--- src/rtl/raw_hazard_unit.sv ---
// RAW hazard unit: EX/MEM/WB destination scoreboard, per-port forwarding select, load-use stall.
// fwd_sel/stall are combinational from scoreboard + ID inputs; hold freezes slots and the stall counter.
module raw_hazard_unit #(
  parameter int ADDR_W = 5,
  parameter int NUM_RD = 2,
  parameter int CNT_W  = 16
) (
  input  logic                     clk,
  input  logic                     rst_n,
  input  logic [NUM_RD*ADDR_W-1:0] rd_addr_id,
  input  logic [NUM_RD-1:0]        rd_used_id,
  input  logic                     issue_valid_id,
  input  logic                     wr_en_id,
  input  logic [ADDR_W-1:0]        wr_addr_id,
  input  logic                     is_load_id,
  input  logic                     flush_id,
  input  logic                     hold,
  output logic [2*NUM_RD-1:0]      fwd_sel,
  output logic                     stall,
  output logic [CNT_W-1:0]         stall_cnt
);

  logic              r_ex_vld, r_ex_wen, r_ex_ld;
  logic [ADDR_W-1:0] r_ex_addr;
  logic              r_mem_vld, r_mem_wen, r_mem_ld;
  logic [ADDR_W-1:0] r_mem_addr;
  logic              r_wb_vld, r_wb_wen;
  logic [ADDR_W-1:0] r_wb_addr;
  logic [CNT_W-1:0]  r_stall_cnt;

  logic [NUM_RD-1:0] w_hazard;

  for (genvar k = 0; k < NUM_RD; k++) begin : g_port
    logic [ADDR_W-1:0] w_addr;
    logic              w_live, w_ex_hit, w_mem_hit, w_wb_hit;

    assign w_addr    = rd_addr_id[k*ADDR_W +: ADDR_W];
    assign w_live    = rd_used_id[k] && (w_addr != '0);
    assign w_ex_hit  = w_live && r_ex_vld  && r_ex_wen  && (r_ex_addr  == w_addr);
    assign w_mem_hit = w_live && r_mem_vld && r_mem_wen && (r_mem_addr == w_addr);
    assign w_wb_hit  = w_live && r_wb_vld  && r_wb_wen  && (r_wb_addr  == w_addr);

    // Youngest writer wins; a load found in WB already has its data, so it forwards normally.
    assign fwd_sel[2*k +: 2] = w_ex_hit  ? 2'b01 :
                               w_mem_hit ? 2'b10 :
                               w_wb_hit  ? 2'b11 : 2'b00;
    assign w_hazard[k] = (w_ex_hit && r_ex_ld) || (!w_ex_hit && w_mem_hit && r_mem_ld);
  end

  assign stall     = issue_valid_id && !flush_id && (|w_hazard);
  assign stall_cnt = r_stall_cnt;

  always_ff @(posedge clk) begin
    if (!rst_n) begin
      r_ex_vld    <= 1'b0;
      r_ex_wen    <= 1'b0;
      r_ex_ld     <= 1'b0;
      r_ex_addr   <= '0;
      r_mem_vld   <= 1'b0;
      r_mem_wen   <= 1'b0;
      r_mem_ld    <= 1'b0;
      r_mem_addr  <= '0;
      r_wb_vld    <= 1'b0;
      r_wb_wen    <= 1'b0;
      r_wb_addr   <= '0;
      r_stall_cnt <= '0;
    end else if (!hold) begin
      // A stalled or flushed ID instruction is replaced by a bubble in EX.
      r_ex_vld   <= issue_valid_id && !stall && !flush_id;
      r_ex_wen   <= wr_en_id;
      r_ex_ld    <= is_load_id;
      r_ex_addr  <= wr_addr_id;
      r_mem_vld  <= r_ex_vld;
      r_mem_wen  <= r_ex_wen;
      r_mem_ld   <= r_ex_ld;
      r_mem_addr <= r_ex_addr;
      r_wb_vld   <= r_mem_vld;
      r_wb_wen   <= r_mem_wen;
      r_wb_addr  <= r_mem_addr;
      if (stall && (r_stall_cnt != {CNT_W{1'b1}})) begin
        r_stall_cnt <= r_stall_cnt + {{(CNT_W-1){1'b0}}, 1'b1};
      end
    end
  end

endmodule

--- config.mk ---
export PLATFORM = sky130hd
export DESIGN_NAME = raw_hazard_unit
export DESIGN_NICKNAME = d
export VERILOG_FILES = /design/src/rtl/raw_hazard_unit.sv
export SDC_FILE = /design/constraint.sdc
export NUM_CORES = 1
export LEC_CHECK = 0
export BUFFER_PORTS_ARGS = -buffer_cell sky130_fd_sc_hd__buf_2
export CORE_ASPECT_RATIO = 1.5
export CORE_MARGIN = 5
export CORE_UTILIZATION = 49
export DETAILED_ROUTE_END_ITERATION = 10
export PLACE_DENSITY = 0.76
export SLEW_MARGIN = 20
export SYNTH_ARGS = -nofsm -noshare
export SYNTH_HDL_FRONTEND = slang
export SYNTH_SLANG_ARGS = --single-unit
--- constraint.sdc ---
create_clock -name clk -period 3.1 [get_ports clk]
set_clock_uncertainty 0.2 [all_clocks]
set_input_delay 0.775 -clock clk [delete_from_list [all_inputs] [get_ports clk]]
set_output_delay 0.775 -clock clk [all_outputs]
set_load 0.02 [all_outputs]
# Yosys cells after proc, flatten, opt, wreduce, memory -nomap -nowiden
# Cells that the tools add are included.
# W data, S select, Z words.
[word_totals]
out_inout_bits = 21
reg_bits = 39
mem_bits_rw = 0
memories = 0
elab_cells = 68
rom_bits = 0
latch_bits = 0
in_bits = 24
[classes]
n_mux = 6
n_eq_ne = 7
multipliers = 0
n_bitwise = 1
n_lt_le_gt_ge = 0
n_shift = 0
reduce_logical = 41
addsub = 1
n_div = 0
[op_table]
columns = ["cell", "n"]
rows = [
  ["$logic_and A1 B1 Y1", 31],
  ["$eq A5 B5 Y1", 6],
  ["$add A16 B1 Y16 const B", 1],
  ["$ne A16 B16 Y1 const B", 1],
  ["$mux W2", 6],
  ["$reduce_bool A5 Y1", 2],
  ["$logic_not A1 Y1", 4],
  ["$logic_or A1 B1 Y1", 2],
  ["$reduce_and A2 Y1", 1],
  ["$reduce_or A2 Y1", 1],
  ["$not A1 Y1", 1],
]

# Logic depth before layout (Yosys ltp)
# Gate-level depths: netlist of run 1.
[depth]
word_depth = 14
ltp_mapped = 9

# Worst setup path after synthesis of run 1
# No wires, ideal clock.
[synth_path]
path_type = "input to output"
startpoint = "input rd_addr_id[1]"
endpoint = "output stall"
t_arrival_ns = 2.223
setup_slack_ns = -0.098
n_path_buf = 0
stages = 6
required_ns = 2.125
cell_sequence = "or4_1 o21ai_1 or3_1 o22ai_4 a21bo_2 and2_1"
[synth_via]
elab_chain_len = 11
[synth_lines]
columns = ["item", "line", "source"]
rows = [
  ["start, declared", "10", "input logic [NUM_RD*ADDR_W-1:0] rd_addr_id,"],
  ["$reduce_bool A5 Y1", "38", "assign w_live = rd_used_id[k] && (w_addr != '0);"],
  ["$logic_and A1 B1 Y1", "38", ""],
  ["$logic_and A1 B1 Y1 (3 in series)", "39", "assign w_ex_hit = w_live && r_ex_vld && r_ex_wen && (r_ex_addr == w_addr);"],
  ["$logic_not A1 Y1", "47", "assign w_hazard[k] = (w_ex_hit && r_ex_ld) || (!w_ex_hit && w_mem_hit && r_mem_ld);"],
  ["$logic_and A1 B1 Y1 (2 in series)", "47", ""],
  ["$logic_or A1 B1 Y1 (*)", "47", ""],
  ["$reduce_or A2 Y1 (*)", "50", "assign stall = issue_valid_id && !flush_id && (|w_hazard);"],
  ["$logic_and A1 B1 Y1 (*)", "50", ""],
  ["end, declared", "19", "output logic stall,"],
]
# Mark *: on every way between the ends. The rest lies on a longest branch, timed or not.

# Final worst setup path of run 1
[layout_path]
startpoint = "input rd_addr_id[4]"
endpoint = "output stall"
# Same word-level chain as after synthesis.

==> impl_results.rst, run 1 <==
.. list-table::
   :header-rows: 1

   * - Metric
     - Value
   * - Number of nets still failing antenna checks after routing
     - 0
   * - Syn Nets
     - 263
   * - Asr flop ratio synth
     - 0
   * - Peak supply drop
     - 0.5010 mV
   * - Static Leak
     - 0.001220 uW
   * - Worst reg-to-reg setup slack
     - 0.39 ns
   * - Worst min-delay path startpoint
     - stall_cnt[15]$_SDFFE_PN0P_
   * - Top Ports
     - 45
   * - Worst setup slack after placement
     - -0.3078 ns
   * - Cells along the critical path
     - buf_2, or4_4, o21ai_4, or3_4, o22ai_4, a21bo_2, and2_4, buf_6
   * - Antenna violations before repair
     - 0
   * - Run status
     - finished, violations left
   * - CTS clock-pin slew for the worst setup and hold paths
     - 0.07 ns
   * - Biggest area consumer among synthesized cells
     - dfxtp_1
   * - Netlist cell types
     - 42
   * - Number of clock sinks seen by CTS
     - 39
   * - Setup slack after layout
     - -0.1995 ns
   * - Capture instance of the worst register-to-register path
     - stall_cnt[1]$_SDFFE_PN0P_
   * - Capturing element type of the critical path
     - primary output
   * - Starting DRC count in detailed routing
     - 52
   * - Startpoint type of the worst setup path
     - input port
   * - Area of all sequential standard cells
     - 780.7 um2
   * - Synthesized area
     - 2136 um2
   * - H-tree depth
     - 2
   * - Accumulated negative setup slack
     - -0.2209 ns
   * - CTS buffer count
     - 5
   * - Worst-case clock buffer depth
     - 2
   * - Share of Yosys cell area claimed by the top area cell type
     - 0.3656
   * - Core Rows
     - 29
   * - Wire length after detailed routing
     - 5.338 mm
   * - Unrepaired setup endpoints after global routing
     - yes
   * - Endpoints failing setup
     - 2
   * - Residual DRC count
     - 0
   * - Total met3 wirelength after detailed routing
     - 228 um
   * - Count of TritonRoute iterations in the first routing pass
     - 4
   * - Terminating pin of the worst hold path
     - stall_cnt[15]$_SDFFE_PN0P_
   * - Area growth from synthesis to layout
     - 31.69%
   * - Max FO, Critical Path
     - 2
   * - Area contributors post-synth
     - dfxtp_1 37%, mux2i_1 11%, xnor2_1 8.2%
   * - Vias in the first global route
     - 2016
   * - Topmost layer with routed signal wires
     - met4
   * - Max transition margin
     - 0.5888
   * - Cell type of the slowest stage on the worst timing path
     - or4_4
   * - Power per cell area
     - 366.6 nW/um2
   * - Final-layout fill cell count
     - 364
   * - Gate Count Post-Synth
     - 238
   * - Floorplan die height
     - 90.86 um
   * - Area of the core region
     - 4245 um2
   * - Most common cell after layout, fill and taps aside
     - dfxtp_1
   * - Total routing usage reported by global routing
     - 0.1887
   * - Routed len/inst
     - 15.12 um
   * - Estimated wirelength of the detail-placed design
     - 3.859 mm
   * - Total of buffers placed on input and output ports
     - 44
   * - Launch point of the worst reg-to-reg path
     - stall_cnt[0]$_SDFFE_PN0P_
   * - Worst-margin pin slew
     - 0.6159 ns
   * - Final design area excluding fillers
     - 2813 um2
   * - Number of vias after detailed routing
     - 2015
   * - Number of flops mapped to enable cells by yosys
     - 0
   * - Worst EP arrival
     - 2.32 ns
   * - Final Wtd Congestion
     - 0.8840
   * - Number of synthesized register bits
     - 39
   * - Crit path kind
     - in -> out
   * - Placed instance area
     - 2539 um2
   * - Multi-input gate area in the final layout
     - 1376 um2
   * - Via-to-Cell Ratio
     - 5.708
   * - Horizontal die dimension
     - 63.91 um
   * - Full die area
     - 5806 um2
   * - Detailed-routing wirelength on met1
     - 2.150 mm
   * - Class of the tightest hold or removal check
     - reg -> reg
   * - Number of max-capacitance violations reported
     - 0
   * - Pin count of the biggest net entering global routing
     - 38
   * - Share of cells above drive strength 1
     - 0.3160
   * - Sequential area share after synthesis
     - 0.3656
   * - Buffer type at the clock tree root
     - clkbuf_8
   * - TritonCTS clock tree
     - done
   * - Highest achievable clock rate
     - 0.3031 GHz
   * - Final hold violation count
     - 0
   * - Commonest non-fill, non-tap cells in the layout
     - 39 x dfxtp_1, 35 x buf_2, 30 x nor2_1
   * - Worst EP required
     - 2.12 ns
   * - Effective utilization at floorplan
     - 0.5031
   * - Maximum single-stage delay on the critical path
     - 0.56 ns
   * - First-pass GRT wire length
     - 8.949 mm
   * - Total power draw
     - 1031 uW
   * - Min cycle time layout
     - 3.299 ns
   * - Insertion delay to the later sink of the worst-skew pair
     - 0.29 ns
   * - Count of warnings emitted by yosys
     - 0
   * - Prevailing post-synth register cell
     - dfxtp_1
   * - Hold Path Cell Cnt
     - 2
   * - Final layout net count
     - 331
   * - Total inserted antenna cells
     - 0
   * - Routed length on met2
     - 2.778 mm
   * - Total congestion overflow
     - 0
   * - Violations in the final reports
     - negative setup slack
   * - Final worst-path cycle share
     - 1.064
   * - Reg2reg path depth
     - 9
   * - Avg Synthesized Cell Area
     - 8.974 um2
   * - Final number of max-transition violations
     - 0
-- sequential cells by signal (all words and copies together) (netlist names) --
signal / count
r_mem_addr: 5
r_ex_wen: 1
r_wb_wen: 1
r_wb_vld: 1
r_mem_wen: 1
stall_cnt: 16
r_mem_vld: 1
r_ex_vld: 1
r_mem_ld: 1
r_ex_addr: 5
r_wb_addr: 5
r_ex_ld: 1
-- synth_stat cells (4+ instances only) --
cell and number:
inv_1 7, nand2_1 7, or3_1 6, nand4_1 7, xor2_1 11, o41ai_1 4
xnor2_1 20, dfxtp_1 39, a21oi_1 14, mux2i_1 24, o31ai_1 5, or4_1 6
nand3_1 12, o21ai_0 4, nor2_1 30
-- area by class of cell --
class                      count  area share
sequential                    39      0.2776
multi-input combinational    183      0.4893
timing repair buffer          69      0.1664
inverter                       8     0.01068
tap                           46     0.02046
clock buffer                   8     0.03559
-- routing by layer --
metal,GRT usage,up-vias
met5,0,-
met4,0.09532,0
met3,0.04483,17
met2,0.3154,61
met1,0.2180,941
li1,-,996
-- how the worst max path moves through the flow --
stage / from / endpoint / cells after the start
detailed placement: rd_addr_id[1] / stall / 8
finish: rd_addr_id[4] / stall / 8
CTS: rd_addr_id[8] / stall / 8
global placement: rd_addr_id[1] / stall / 8
floorplan: rd_addr_id[1] / stall / 6
global route: rd_addr_id[7] / stall / 8
-- cell families (layout without fill, tap and decap cells) --
kind of cell,count (synthesis),count (layout),share of synthesized area
AND/OR/NAND/NOR,86,86,0.2185
multiplexers,24,24,0.1125
XOR/XNOR,31,31,0.1271
adder cells (fa/ha/maj),1,1,0.005857
AO/OA/AOI/OAI,41,41,0.1371
flip-flops,39,39,0.3656
buffers and inverters,16,85,0.03339
-- per-stage QoR --
step	hold WS [ns]	cells	util
2_1_floorplan	0.2794	238	-
3_5_place_dp	0.2835	340	0.5980
6_report	0.2955	353	0.6625
3_3_place_gp	0.2658	340	0.5980
4_1_cts	0.2951	350	0.6469
5_1_grt	0.3377	353	0.6625
-- worst max-delay path, delay by kind of cell --
family,cells,cell delay [ns]
AO/OA/AOI/OAI,3,0.45
buffers and inverters,2,0.22
AND/OR/NAND/NOR,3,0.87
-- where the power goes --
group	leakage (uW)	internal, uW	switching, uW
sequential	0.000316	511	14.3
combinational	0.000852	65.5	59.9
clock	0.0000515	203	177
-- repair_timing --
item	4_1_cts	5_1_grt
pin swaps	12	11
resized for setup	19	9
setup endpoints to repair	5	5
hold buffers	0	0
setup buffers	3	3
Power figures use the tool's default switching activity.
==> run 2, diff against run 1 <==
Settings changed: CORE_ASPECT_RATIO 1.5 to 0.5.
==> impl_results.rst, run 2 (synthesis gave the netlist of run 1 again) <==
.. list-table::
   :header-rows: 1

   * - Metric
     - Value
   * - Run status
     - finished, violations left
   * - Violations in the final reports
     - negative setup slack
   * - Flip-flop count of the largest register after layout
     - 16
   * - Crit path kind
     - in -> out
   * - Insertion delay to the later sink of the worst-skew pair
     - 0.29 ns
   * - Number of vias after detailed routing
     - 1998
   * - Final layout net count
     - 326
   * - Final hold violation count
     - 0
   * - Number of nets still failing antenna checks after routing
     - 0
   * - Vias in the first global route
     - 1960
   * - Unrepaired setup endpoints after global routing
     - yes
   * - Final Wtd Congestion
     - 0.8888
   * - Worst EP required
     - 2.12 ns
   * - CTS buffer count
     - 5
   * - Static Leak
     - 0.001189 uW
   * - Peak supply drop
     - 0.1674 mV
   * - H-tree depth
     - 2
   * - Final worst-path cycle share
     - 1.064
   * - Most common cell after layout, fill and taps aside
     - dfxtp_1
   * - First-pass GRT wire length
     - 8.859 mm
   * - Starting DRC count in detailed routing
     - 63
   * - Area of the core region
     - 4297 um2
   * - Min cycle time layout
     - 3.298 ns
   * - Routed len/inst
     - 15.04 um
   * - Effective utilization at floorplan
     - 0.4971
   * - Via-to-Cell Ratio
     - 5.565
   * - Share of the core filled with cells in the final layout
     - 0.6447
   * - Area growth from synthesis to layout
     - 29.70%
   * - Antenna violations before repair
     - 0
   * - Count of TritonRoute iterations in the first routing pass
     - 5
   * - Hold slack
     - 0.2945 ns
   * - Top Ports
     - 45
   * - Startpoint type of the worst setup path
     - input port
   * - Endpoints failing setup
     - 3
   * - Full die area
     - 5859 um2
   * - Total inserted antenna cells
     - 0
   * - Worst EP arrival
     - 2.32 ns
   * - CTS clock-pin slew for the worst setup and hold paths
     - 0.07 ns
   * - Final number of max-transition violations
     - 0
   * - Capturing element type of the critical path
     - primary output
   * - Max transition margin
     - 0.5781
   * - Residual DRC count
     - 0
   * - Share of cells above drive strength 1
     - 0.2947
   * - Accumulated negative setup slack
     - -0.4553 ns
   * - Floorplan die height
     - 56.69 um
   * - Estimated wirelength of the detail-placed design
     - 3.796 mm
   * - Commonest non-fill, non-tap cells in the layout
     - 39 x dfxtp_1, 37 x buf_2, 30 x nor2_1
   * - Pin count of the biggest net entering global routing
     - 38
   * - Worst-margin pin slew
     - 0.6320 ns
   * - Highest achievable clock rate
     - 0.3032 GHz
   * - Total of buffers placed on input and output ports
     - 44
   * - Final-layout fill cell count
     - 350
   * - Core Rows
     - 17
   * - Total routing usage reported by global routing
     - 0.1879
   * - Worst-case clock buffer depth
     - 2
   * - Number of max-capacitance violations reported
     - 0
   * - Max FO, Critical Path
     - 2
   * - Buffer type at the clock tree root
     - clkbuf_8
   * - Total congestion overflow
     - 0
   * - Wire length after detailed routing
     - 5.399 mm
   * - Horizontal die dimension
     - 103.4 um
   * - Setup slack after layout
     - -0.1983 ns
   * - TritonCTS clock tree
     - done
   * - Power per cell area
     - 369.2 nW/um2
   * - Class of the tightest hold or removal check
     - reg -> reg
   * - Number of clock sinks seen by CTS
     - 39
-- run 2: final timing paths --
kind / start / end / slack [ns] / depth (start not counted)
worst max-delay path: rd_addr_id[7] / stall / -0.20 / 8
worst min register to register: stall_cnt[14]$_SDFFE_PN0P_ / stall_cnt[14]$_SDFFE_PN0P_ / 0.29 / 2
worst min-delay path: stall_cnt[14]$_SDFFE_PN0P_ / stall_cnt[14]$_SDFFE_PN0P_ / 0.29 / 2
worst max register to register: stall_cnt[0]$_SDFFE_PN0P_ / stall_cnt[1]$_SDFFE_PN0P_ / 0.37 / 10
-- run 2: per-layer routing --
layer  GRT usage  vias to the layer above  share of wire
met5           0                        -              0
li1            -                      990              -
met1      0.2390                      943           0.43
met3     0.03970                       15          0.055
met4     0.07934                        0          0.023
met2      0.3053                       50           0.50
-- run 2: through the flow --
stage	instance area [um2]	std cells	worst slack [ns]	total power [uW]
after floorplan	2152	238	0.0008555	597.8
after global placement	2557	350	-0.2829	641.4
after detailed placement	2557	350	-0.2954	644.5
after CTS	2708	358	-0.2235	1022
after global routing	2770	359	-0.2622	1069
final	2770	359	-0.1983	1023
-- run 2: timing repair --
action,in CTS,in global routing
setup endpoints to repair,3,5
hold buffers,0,0
pin swaps,8,11
gates resized for setup,11,11
setup buffers,0,2
-- run 2: worst max-delay path, cell delays in order --
cell,delay (ns)
buf_2,0.11
or4_4,0.54
o21ai_4,0.18
or3_4,0.17
o22ai_4,0.07
a21bo_2,0.21
and2_4,0.13
buf_6,0.12
-- run 2: power breakdown --
part,switching (uW),leakage [uW],total (uW),internal [uW]
registers,15.1,0.000316,527,511
clock network,174,0.0000515,377,203
logic,59.2,0.000821,119,60.2
total,248,0.00119,1020,775
-- run 2: final cells by class --
cell class	count	area [um2]	area share
well taps	57	71.32	0.02575
flip-flops and latches	39	780.7	0.2818
clock buffers	8	100.1	0.03613
inverters	8	30.03	0.01084
multi-input cells	183	1358	0.4901
repair buffers	64	430.4	0.1554
